**src/rtl/uart_tx_engine.sv**
```systemverilog
// UART transmitter: small write FIFO feeding a start/data/parity/stop serializer.
// Each serial bit is timed by a down-counting baud timer that reloads at every bit boundary.
//
// state | meaning
// IDLE  | line high, waiting for the FIFO to hold a word
// START | driving the start bit (low)
// DATA  | shifting data bits out, LSB first
// PAR   | driving the parity bit (only reachable when PARITY != 0)
// STOP  | driving the stop bit(s) high; chains straight into START if more data is queued
module uart_tx_engine #(
    parameter int CLK_DIV    = 868,
    parameter int DATA_BITS  = 8,
    parameter int FIFO_DEPTH = 16,
    parameter int PARITY     = 0,
    parameter int STOP_BITS  = 1
) (
    input  logic                          clk,
    input  logic                          rst,
    input  logic                          wr_valid,
    input  logic [DATA_BITS-1:0]          wr_data,
    output logic                          wr_ready,
    output logic                          tx,
    output logic                          busy,
    output logic [$clog2(FIFO_DEPTH):0]   fifo_count,
    output logic                          tx_done
);

    localparam int PTR_W  = $clog2(FIFO_DEPTH);
    localparam int CNT_W  = PTR_W + 1;
    localparam int BAUD_W = $clog2(CLK_DIV);
    localparam int BIT_W  = $clog2(DATA_BITS);

    localparam logic [BAUD_W-1:0] BAUD_RELOAD = BAUD_W'(CLK_DIV - 1);
    localparam logic [BIT_W-1:0]  LAST_BIT    = BIT_W'(DATA_BITS - 1);
    localparam logic [CNT_W-1:0]  FIFO_FULL   = CNT_W'(FIFO_DEPTH);
    localparam logic              STOP_LAST   = 1'(STOP_BITS - 1);

    typedef enum logic [2:0] {
        IDLE  = 3'd0,
        START = 3'd1,
        DATA  = 3'd2,
        PAR   = 3'd3,
        STOP  = 3'd4
    } state_t;

    state_t                 state_q, state_d;
    logic [BAUD_W-1:0]      baud_q, baud_d;
    logic [BIT_W-1:0]       bit_q, bit_d;
    logic                   stop_q, stop_d;
    logic [DATA_BITS-1:0]   shreg_q, shreg_d;
    logic                   par_q, par_d;
    logic                   tx_q, tx_d;
    logic                   tx_done_q, tx_done_d;

    logic [DATA_BITS-1:0]   mem_q [FIFO_DEPTH];
    logic [PTR_W-1:0]       wr_ptr_q, wr_ptr_d;
    logic [PTR_W-1:0]       rd_ptr_q, rd_ptr_d;
    logic [CNT_W-1:0]       count_q, count_d;

    logic                   push;
    logic                   pop;
    logic                   bit_end;
    logic                   next_frame;
    logic [DATA_BITS-1:0]   head;

    assign wr_ready = (count_q != FIFO_FULL);
    assign push     = wr_valid && wr_ready;
    assign head     = mem_q[rd_ptr_q];

    // Pointers wrap for free because FIFO_DEPTH is a power of two.
    always_comb begin
        wr_ptr_d = wr_ptr_q;
        rd_ptr_d = rd_ptr_q;
        count_d  = count_q;
        if (push) begin
            wr_ptr_d = wr_ptr_q + PTR_W'(1);
        end
        if (pop) begin
            rd_ptr_d = rd_ptr_q + PTR_W'(1);
        end
        case ({push, pop})
            2'b10:   count_d = count_q + CNT_W'(1);
            2'b01:   count_d = count_q - CNT_W'(1);
            default: count_d = count_q;
        endcase
    end

    always_ff @(posedge clk) begin
        if (push) begin
            mem_q[wr_ptr_q] <= wr_data;
        end
    end

    always_comb begin
        state_d    = state_q;
        baud_d     = baud_q;
        bit_d      = bit_q;
        stop_d     = stop_q;
        shreg_d    = shreg_q;
        par_d      = par_q;
        tx_d       = tx_q;
        tx_done_d  = 1'b0;
        pop        = 1'b0;
        next_frame = 1'b0;
        bit_end    = (baud_q == '0);

        if (state_q != IDLE && !bit_end) begin
            baud_d = baud_q - BAUD_W'(1);
        end

        case (state_q)
            IDLE: begin
                tx_d = 1'b1;
                if (count_q != '0) begin
                    next_frame = 1'b1;
                end
            end
            START: begin
                if (bit_end) begin
                    state_d = DATA;
                    baud_d  = BAUD_RELOAD;
                    bit_d   = LAST_BIT;
                    tx_d    = shreg_q[0];
                    shreg_d = shreg_q >> 1;
                end
            end
            DATA: begin
                if (bit_end) begin
                    baud_d = BAUD_RELOAD;
                    if (bit_q == '0) begin
                        if (PARITY != 0) begin
                            state_d = PAR;
                            tx_d    = par_q;
                        end else begin
                            state_d = STOP;
                            tx_d    = 1'b1;
                            stop_d  = STOP_LAST;
                        end
                    end else begin
                        bit_d   = bit_q - BIT_W'(1);
                        tx_d    = shreg_q[0];
                        shreg_d = shreg_q >> 1;
                    end
                end
            end
            PAR: begin
                if (bit_end) begin
                    state_d = STOP;
                    baud_d  = BAUD_RELOAD;
                    tx_d    = 1'b1;
                    stop_d  = STOP_LAST;
                end
            end
            STOP: begin
                if (bit_end) begin
                    if (stop_q == 1'b0) begin
                        tx_done_d = 1'b1;
                        if (count_q != '0) begin
                            next_frame = 1'b1;
                        end else begin
                            state_d = IDLE;
                            tx_d    = 1'b1;
                        end
                    end else begin
                        stop_d = stop_q - 1'b1;
                        baud_d = BAUD_RELOAD;
                    end
                end
            end
            default: begin
                state_d = IDLE;
                tx_d    = 1'b1;
            end
        endcase

        // Shared frame launch, so back-to-back frames leave no idle gap after the stop bits.
        if (next_frame) begin
            pop     = 1'b1;
            state_d = START;
            baud_d  = BAUD_RELOAD;
            tx_d    = 1'b0;
            shreg_d = head;
            par_d   = (PARITY == 2) ? ~^head : ^head;
        end
    end

    always_ff @(posedge clk or negedge rst) begin
        if (!rst) begin
            state_q   <= IDLE;
            baud_q    <= '0;
            bit_q     <= '0;
            stop_q    <= 1'b0;
            shreg_q   <= '0;
            par_q     <= 1'b0;
            tx_q      <= 1'b1;
            tx_done_q <= 1'b0;
            wr_ptr_q  <= '0;
            rd_ptr_q  <= '0;
            count_q   <= '0;
        end else begin
            state_q   <= state_d;
            baud_q    <= baud_d;
            bit_q     <= bit_d;
            stop_q    <= stop_d;
            shreg_q   <= shreg_d;
            par_q     <= par_d;
            tx_q      <= tx_d;
            tx_done_q <= tx_done_d;
            wr_ptr_q  <= wr_ptr_d;
            rd_ptr_q  <= rd_ptr_d;
            count_q   <= count_d;
        end
    end

    assign tx         = tx_q;
    assign tx_done    = tx_done_q;
    assign fifo_count = count_q;
    assign busy       = (state_q != IDLE) || (count_q != '0);

endmodule

```
**config.mk**
```make
export PLATFORM = sky130hd
export DESIGN_NAME = uart_tx_engine
export DESIGN_NICKNAME = d
export VERILOG_FILES = /design/src/rtl/uart_tx_engine.sv
export SDC_FILE = /design/constraint.sdc
export NUM_CORES = 1
export LEC_CHECK = 0
export CAP_MARGIN = 20
export CELL_PAD_IN_SITES_DETAIL_PLACEMENT = 1
export CELL_PAD_IN_SITES_GLOBAL_PLACEMENT = 2
export CORE_MARGIN = 2
export CORE_UTILIZATION = 30
export DETAILED_ROUTE_END_ITERATION = 12
export GPL_TIMING_DRIVEN = 0
export HOLD_SLACK_MARGIN = 0.15
export PLACE_DENSITY = 0.63
export SLEW_MARGIN = 40
export SYNTH_ARGS = -nofsm -noshare
export SYNTH_HDL_FRONTEND = slang
export SYNTH_SLANG_ARGS = --single-unit
```
**constraint.sdc**
```tcl
create_clock -name clk -period 2.8 [get_ports clk]
set_input_delay 0.28 -clock clk [delete_from_list [all_inputs] [get_ports clk]]
set_output_delay 0.28 -clock clk [all_outputs]
set_load 0.01 [all_outputs]
```
# ---- Word level (Yosys, flattened, before mapping)
# Memories as Yosys holds them, arrays and structs flattened.
# Index checks and enable logic that the tools add are counted.
dict set report totals {
  memories 1
  output_inout_bits 9
  latchBits 0
  word_cells 109
  inputBits 11
  mem_bits_rw 128
  reg_bits 40
  romBits 0
}
# memory depth width rd rd_ports_with_merged_regs write_ports line
set memory_table {}
lappend memory_table {mem_q 16 8 1 0 1 55} ;# logic [DATA_BITS-1:0] mem_q [FIFO_DEPTH];
dict set report classes {
  shift 0
  n_mul 0
  order_cmp 0
  muxes 50
  bitwise_logic 0
  n_div 0
  n_reduce_logical 19
  eq_ne 22
  addsub 7
}
# cell n
set ops {}
lappend ops {{10-bit two-way mux} 5}
lappend ops {{3-bit two-way mux} 11}
lappend ops {{8-bit two-way mux} 4}
lappend ops {{3-bit inequality test, second input constant} 8}
lappend ops {{1-bit two-way mux} 22}
lappend ops {{10-bit case mux with 2 select lines} 1}
lappend ops {{8-bit case mux with 2 select lines} 1}
lappend ops {{3-bit case mux with 5 select lines} 1}
lappend ops {{2-bit inequality test, second input constant} 7}
lappend ops {{10-bit zero test} 1}
lappend ops {{5-bit case mux with 2 select lines} 1}
lappend ops {{10-bit by 1-bit subtractor with 10-bit output, second input constant} 1}
lappend ops {{3-bit nonzero test} 3}
lappend ops {{4-bit by 1-bit adder with 4-bit output, second input constant} 2}
lappend ops {{4-bit AND reduction} 2}
lappend ops {{8-bit AND reduction} 1}
lappend ops {{3-bit by 2-bit equality test with 1-bit output, second input constant} 2}
lappend ops {{3-bit zero test} 2}
lappend ops {{3-bit case mux with 2 select lines} 1}
lappend ops {{6-bit AND reduction} 1}
lappend ops {{5-bit by 1-bit adder with 5-bit output, second input constant} 1}
lappend ops {{5-bit inequality test, second input constant} 1}
lappend ops {{5-bit AND reduction} 1}
lappend ops {{5-bit nonzero test} 1}
lappend ops {{other kinds (15)} 17}

# ---- Depth between registers and ports, before layout
dict set report depth {
  word_depth 8
  depth_mapped 15
  ltp_nobuf 13
}

# ---- Worst setup path before layout
# OpenSTA, ideal clock, no wires.
dict set report synth_timing {
  path_type {register to register}
  start {reg baud_q[0]}
  end {reg count_q[4] (netlist: fifo_count[4])}
  path_slack_ps -197
  synth_period_minus_slack_ps 2997
  path_stages_with_launch 16
  t_arrival_ps 2917
  setup_ps 80
  path_cell_list {dfrtp_1 > inv_1 > ha_1 > nor4b_2 > nand3_4 > a21oi_2 > buf_2 > ha_1 > clkbuf_1 > xor2_1 > ha_1 > a21o_1 > nand2_1 > a21o_1 > a31oi_1 > xor2_1}
}
dict set report synth_via {
  elab_chain_len 6
  word_cells_on_any_way 8
  classes_between {2 x eq/ne; 4 x mux; 2 x reduce/logical}
}
# item line
set synth_rtl {}
lappend synth_rtl {{from (decl)} 47} ;# logic [BAUD_W-1:0] baud_q, baud_d;
lappend synth_rtl {{from (signal assigned)} 202} ;# baud_q <= baud_d;
lappend synth_rtl {{10-bit zero test *} 105} ;# bit_end = (baud_q == '0);
lappend synth_rtl {{1-bit two-way mux *} 155} ;# if (bit_end) begin
lappend synth_rtl {{1-bit case mux with 2 select lines *} 111} ;# case (state_q)
lappend synth_rtl {{named net next_frame} 63} ;# logic next_frame;
lappend synth_rtl {{1-bit two-way mux *} 177} ;# if (next_frame) begin
lappend synth_rtl {{2-bit by 1-bit equality test with 1-bit output / 2-bit equality test (equally long branches)} 81} ;# case ({push, pop})
lappend synth_rtl {{5-bit case mux with 2 select lines / 2-bit nonzero test (equally long branches)} -}
lappend synth_rtl {{to (signal assigned)} 211} ;# count_q <= count_d;
lappend synth_rtl {{to (decl)} 58} ;# logic [CNT_W-1:0] count_q, count_d;
# The timed path passes the listed nets; every way through them passes the cells marked *.
# A chain may end at the register's enable or synchronous reset.

# ---- Final worst setup path
dict set report layout_timing {
  start {reg count_q[1] (netlist: fifo_count[1])}
  end {out busy}
}
dict set report layout_via {
  elab_chain_len 2
}
# item line
set layout_rtl {}
lappend layout_rtl {{5-bit nonzero test} 218} ;# assign busy = (state_q != IDLE) || (count_q != '0);
lappend layout_rtl {{1-bit logical OR} 218}
lappend layout_rtl {{to (decl)} 23} ;# output logic busy,
# Every way passes these cells.

==> impl_metrics.json <==
{
  "htreeDepth": 4,
  "gp_congestion": 0.764,
  "drtPass1Iterations": 4,
  "io_pins": 20,
  "synth_commonest_cells": "edfxtp_1, nand2_1, dfrtp_1, mux4_2, nor2_1",
  "critPathRequiredTime_ps": 2520,
  "synth_largest_area_cell": "edfxtp_1",
  "crit_path_max_fanout": 4,
  "maxCapViolCount": 0,
  "fp.dieH_um": 157,
  "powerDensity_nw_per_um2": 979,
  "nets": 508,
  "drt.antenna.violating_nets": 0,
  "path_clk_slew_ps": 70,
  "crit_chain": "or4_4 -> nor3_1 -> nand2_1 -> clkdlybuf4s50_1",
  "worstSetupStartpointType": "flip-flop",
  "synth_edf_count": 128,
  "finalCoreUtilization_pct": 36.3,
  "routedWlPerCell_um": 19.1,
  "diodes": 0,
  "syn_nets": 456,
  "vias": 3838,
  "core_area_sq_um": 23300,
  "cts_root_buf": "clkbuf_16",
  "drc_errors": 0,
  "fmax_mhz": 385,
  "drtIter0Drc": 155,
  "async_reset_ff_share_pct": 23.4,
  "worstMarginPinSlew_ps": 834,
  "cts_tree": "built",
  "setup_violations": 0,
  "grt-ovfl-total": 0,
  "cp-end-kind": "output port",
  "area_delta_synth_final_pct": 19.8,
  "io_buffers": 19,
  "design_area_sq_um": 8450,
  "grt_pass1_wl_mm": 24.6,
  "die-area_sq_um": 24700,
  "yosys_most_used_dff": "edfxtp_1",
  "grt_usage_pct": 13.7,
  "start_util_pct": 30.3,
  "totalWireLength_mm": 15.6,
  "grt_pass1_vias": 4156,
  "vias_per_cell": 4.69,
  "min_path_type": "input pin to async pin",
  "irDropWorstVdd_v": 0.000408,
  "antenna_found_initial": 0,
  "finalSetupTns_ps": 0,
  "slowest_delay_ps": 580,
  "synth_area_leaders": "edfxtp_1, dfrtp_1, mux4_2",
  "fin_skew_ps": 16.9,
  "yosysWarnings": 0,
  "slew_violations": 0,
  "slowest_stage": "or4_4",
  "maxSlewHeadroom_pct": 44.2,
  "finalCritPeriodShare_pct": 92.8,
  "cts_made_buffers": 17,
  "dieWidth_um": 157,
  "ys_ff_latch": 167,
  "leakagePower_uw": 0.00291,
  "yosys.cell_count.top_type": "edfxtp_1",
  "hold_violations": 0,
  "outcome": "finished clean",
  "grt_start_max_net_pins": 40,
  "finalWorstSetupSlack_ps": 202,
  "rsz0062_at_grt": "no",
  "clock_latency_ps": 430,
  "rows": 56,
  "synthDistinctLibCells": 54,
  "seq_area_frac_synth_pct": 68.4,
  "dpl-instance-area_sq_um": 7670,
  "p_total_uw": 8270,
  "synth_top_area_share_pct": 54.5,
  "worst_ep_arrival_time_ps": 2320,
  "pre_cts_ws_ps": -459,
  "synthCells": 434,
  "critPathKind": "flip-flop to output port",
  "cts.sinks": 167,
  "synth.avg_cell_area_sq_um": 16.2,
  "synth_area_sq_um": 7050,
  "min_period_ps": 2600,
  "post-dp-hpwl_mm": 10.2,
  "clockBufferDepth": 2,
  "drive_gt1_share_pct": 25.5
}
-- where the power goes --
part	switching, uW	total, uW	internal [uW]
clock network	1040	2390	1350
registers	266	3360	3090
logic	1380	2520	1140
-- path summary, 6_finish.rpt --
| path | startpoint | to | slack [ps] | cells past startpoint |
|---|---|---|---|---|
| max | fifo_count[1] | busy | 200 | 4 |
| min | rst | baud_q[1] | 380 | 2 |
| max in group asynchronous | rst | fifo_count[2] | 2020 | 2 |
| max reg2reg | rd_ptr_q[1] | shreg_q[0] | 200 | 7 |
| min reg2reg | bit_q[2] | bit_q[2] | 530 | 2 |
| min in group clk | bit_q[2] | bit_q[2] | 530 | 2 |
-- critical path: cells and delay by family, from the launching register on --
kind	cells	cell delay, ps
buffers and inverters	1	490
DFF	1	430
and+or+nand+nor	3	970
-- timing repair --
item	CTS	global route
hold endpoints to repair	38	0
resized for setup	10	8
buffers inserted	10	7
gates cloned	0	0
pin swaps	9	12
setup endpoints to repair	4	2
hold buffers	1	0
-- cell usage in the layout, fill, tap and decap left out, drive strengths merged, types with 2 or more instances in the layout --
cell / synthesis / final
edfxtp: 128 / 128
nand2: 42 / 42
nand4: 4 / 4
nand3: 7 / 7
xor2: 11 / 11
o21ai: 16 / 16
and2: 3 / 3
inv: 11 / 16
clkbuf: 10 / 26
clkdlybuf4s50: 0 / 18
a21oi: 7 / 7
nand2b: 5 / 5
xnor2: 9 / 9
a22oi: 17 / 17
o22ai: 2 / 2
nor2b: 4 / 4
ha: 11 / 11
bufinv: 0 / 2
mux2: 2 / 2
buf: 13 / 30
nor3b: 2 / 2
mux4: 32 / 32
mux2i: 7 / 7
dfrtp: 38 / 38
nor2: 23 / 23
clkinv: 0 / 6
a21o: 3 / 3
nor4: 5 / 5
nor3: 7 / 7
-- flip-flops by register name (all words and copies together), names as in the netlist --
register and cells:
mem_q 128, baud_q 10, shreg_q 8, fifo_count 5, rd_ptr_q 4, wr_ptr_q 4
bit_q 3, state_q 3, tx 1, tx_done 1
-- routing by layer --
metal	GRT usage (%)	wire [um]	up-vias
li1	-	-	1758
met1	17.2	6910	2028
met2	23.6	8130	40
met3	3.36	443	12
met4	3.46	160	0
met5	0	0	-
-- layout make-up --
class | instances | area, sq um
Clock inverter | 13 | 164
Multi-Input combinational cell | 233 | 2160
Inverter | 11 | 41.3
Clock buffer | 19 | 433
Buffer | 19 | 95.1
Timing Repair Buffer | 37 | 325
Sequential cell | 167 | 4830
Tap cell | 319 | 399
Fill cell | 2430 | 14800
-- logic make-up after synthesis --
family | synth area share [%]
flip-flops | 68.4
AND/OR/NAND/NOR | 7.99
AO/OA/AOI/OAI | 5.47
multiplexers | 11.5
buffers and inverters | 2.17
XOR/XNOR | 2.49
adder cells (fa/ha/maj) | 1.95
-- through the flow --
step | hold WS, ps | instances
floorplan | -15.6 | 434
global placement | 514 | 772
detailed placement | 313 | 772
CTS | 398 | 813
global route | 427 | 818
finish | 384 | 818
Power figures use the tool's default switching activity.
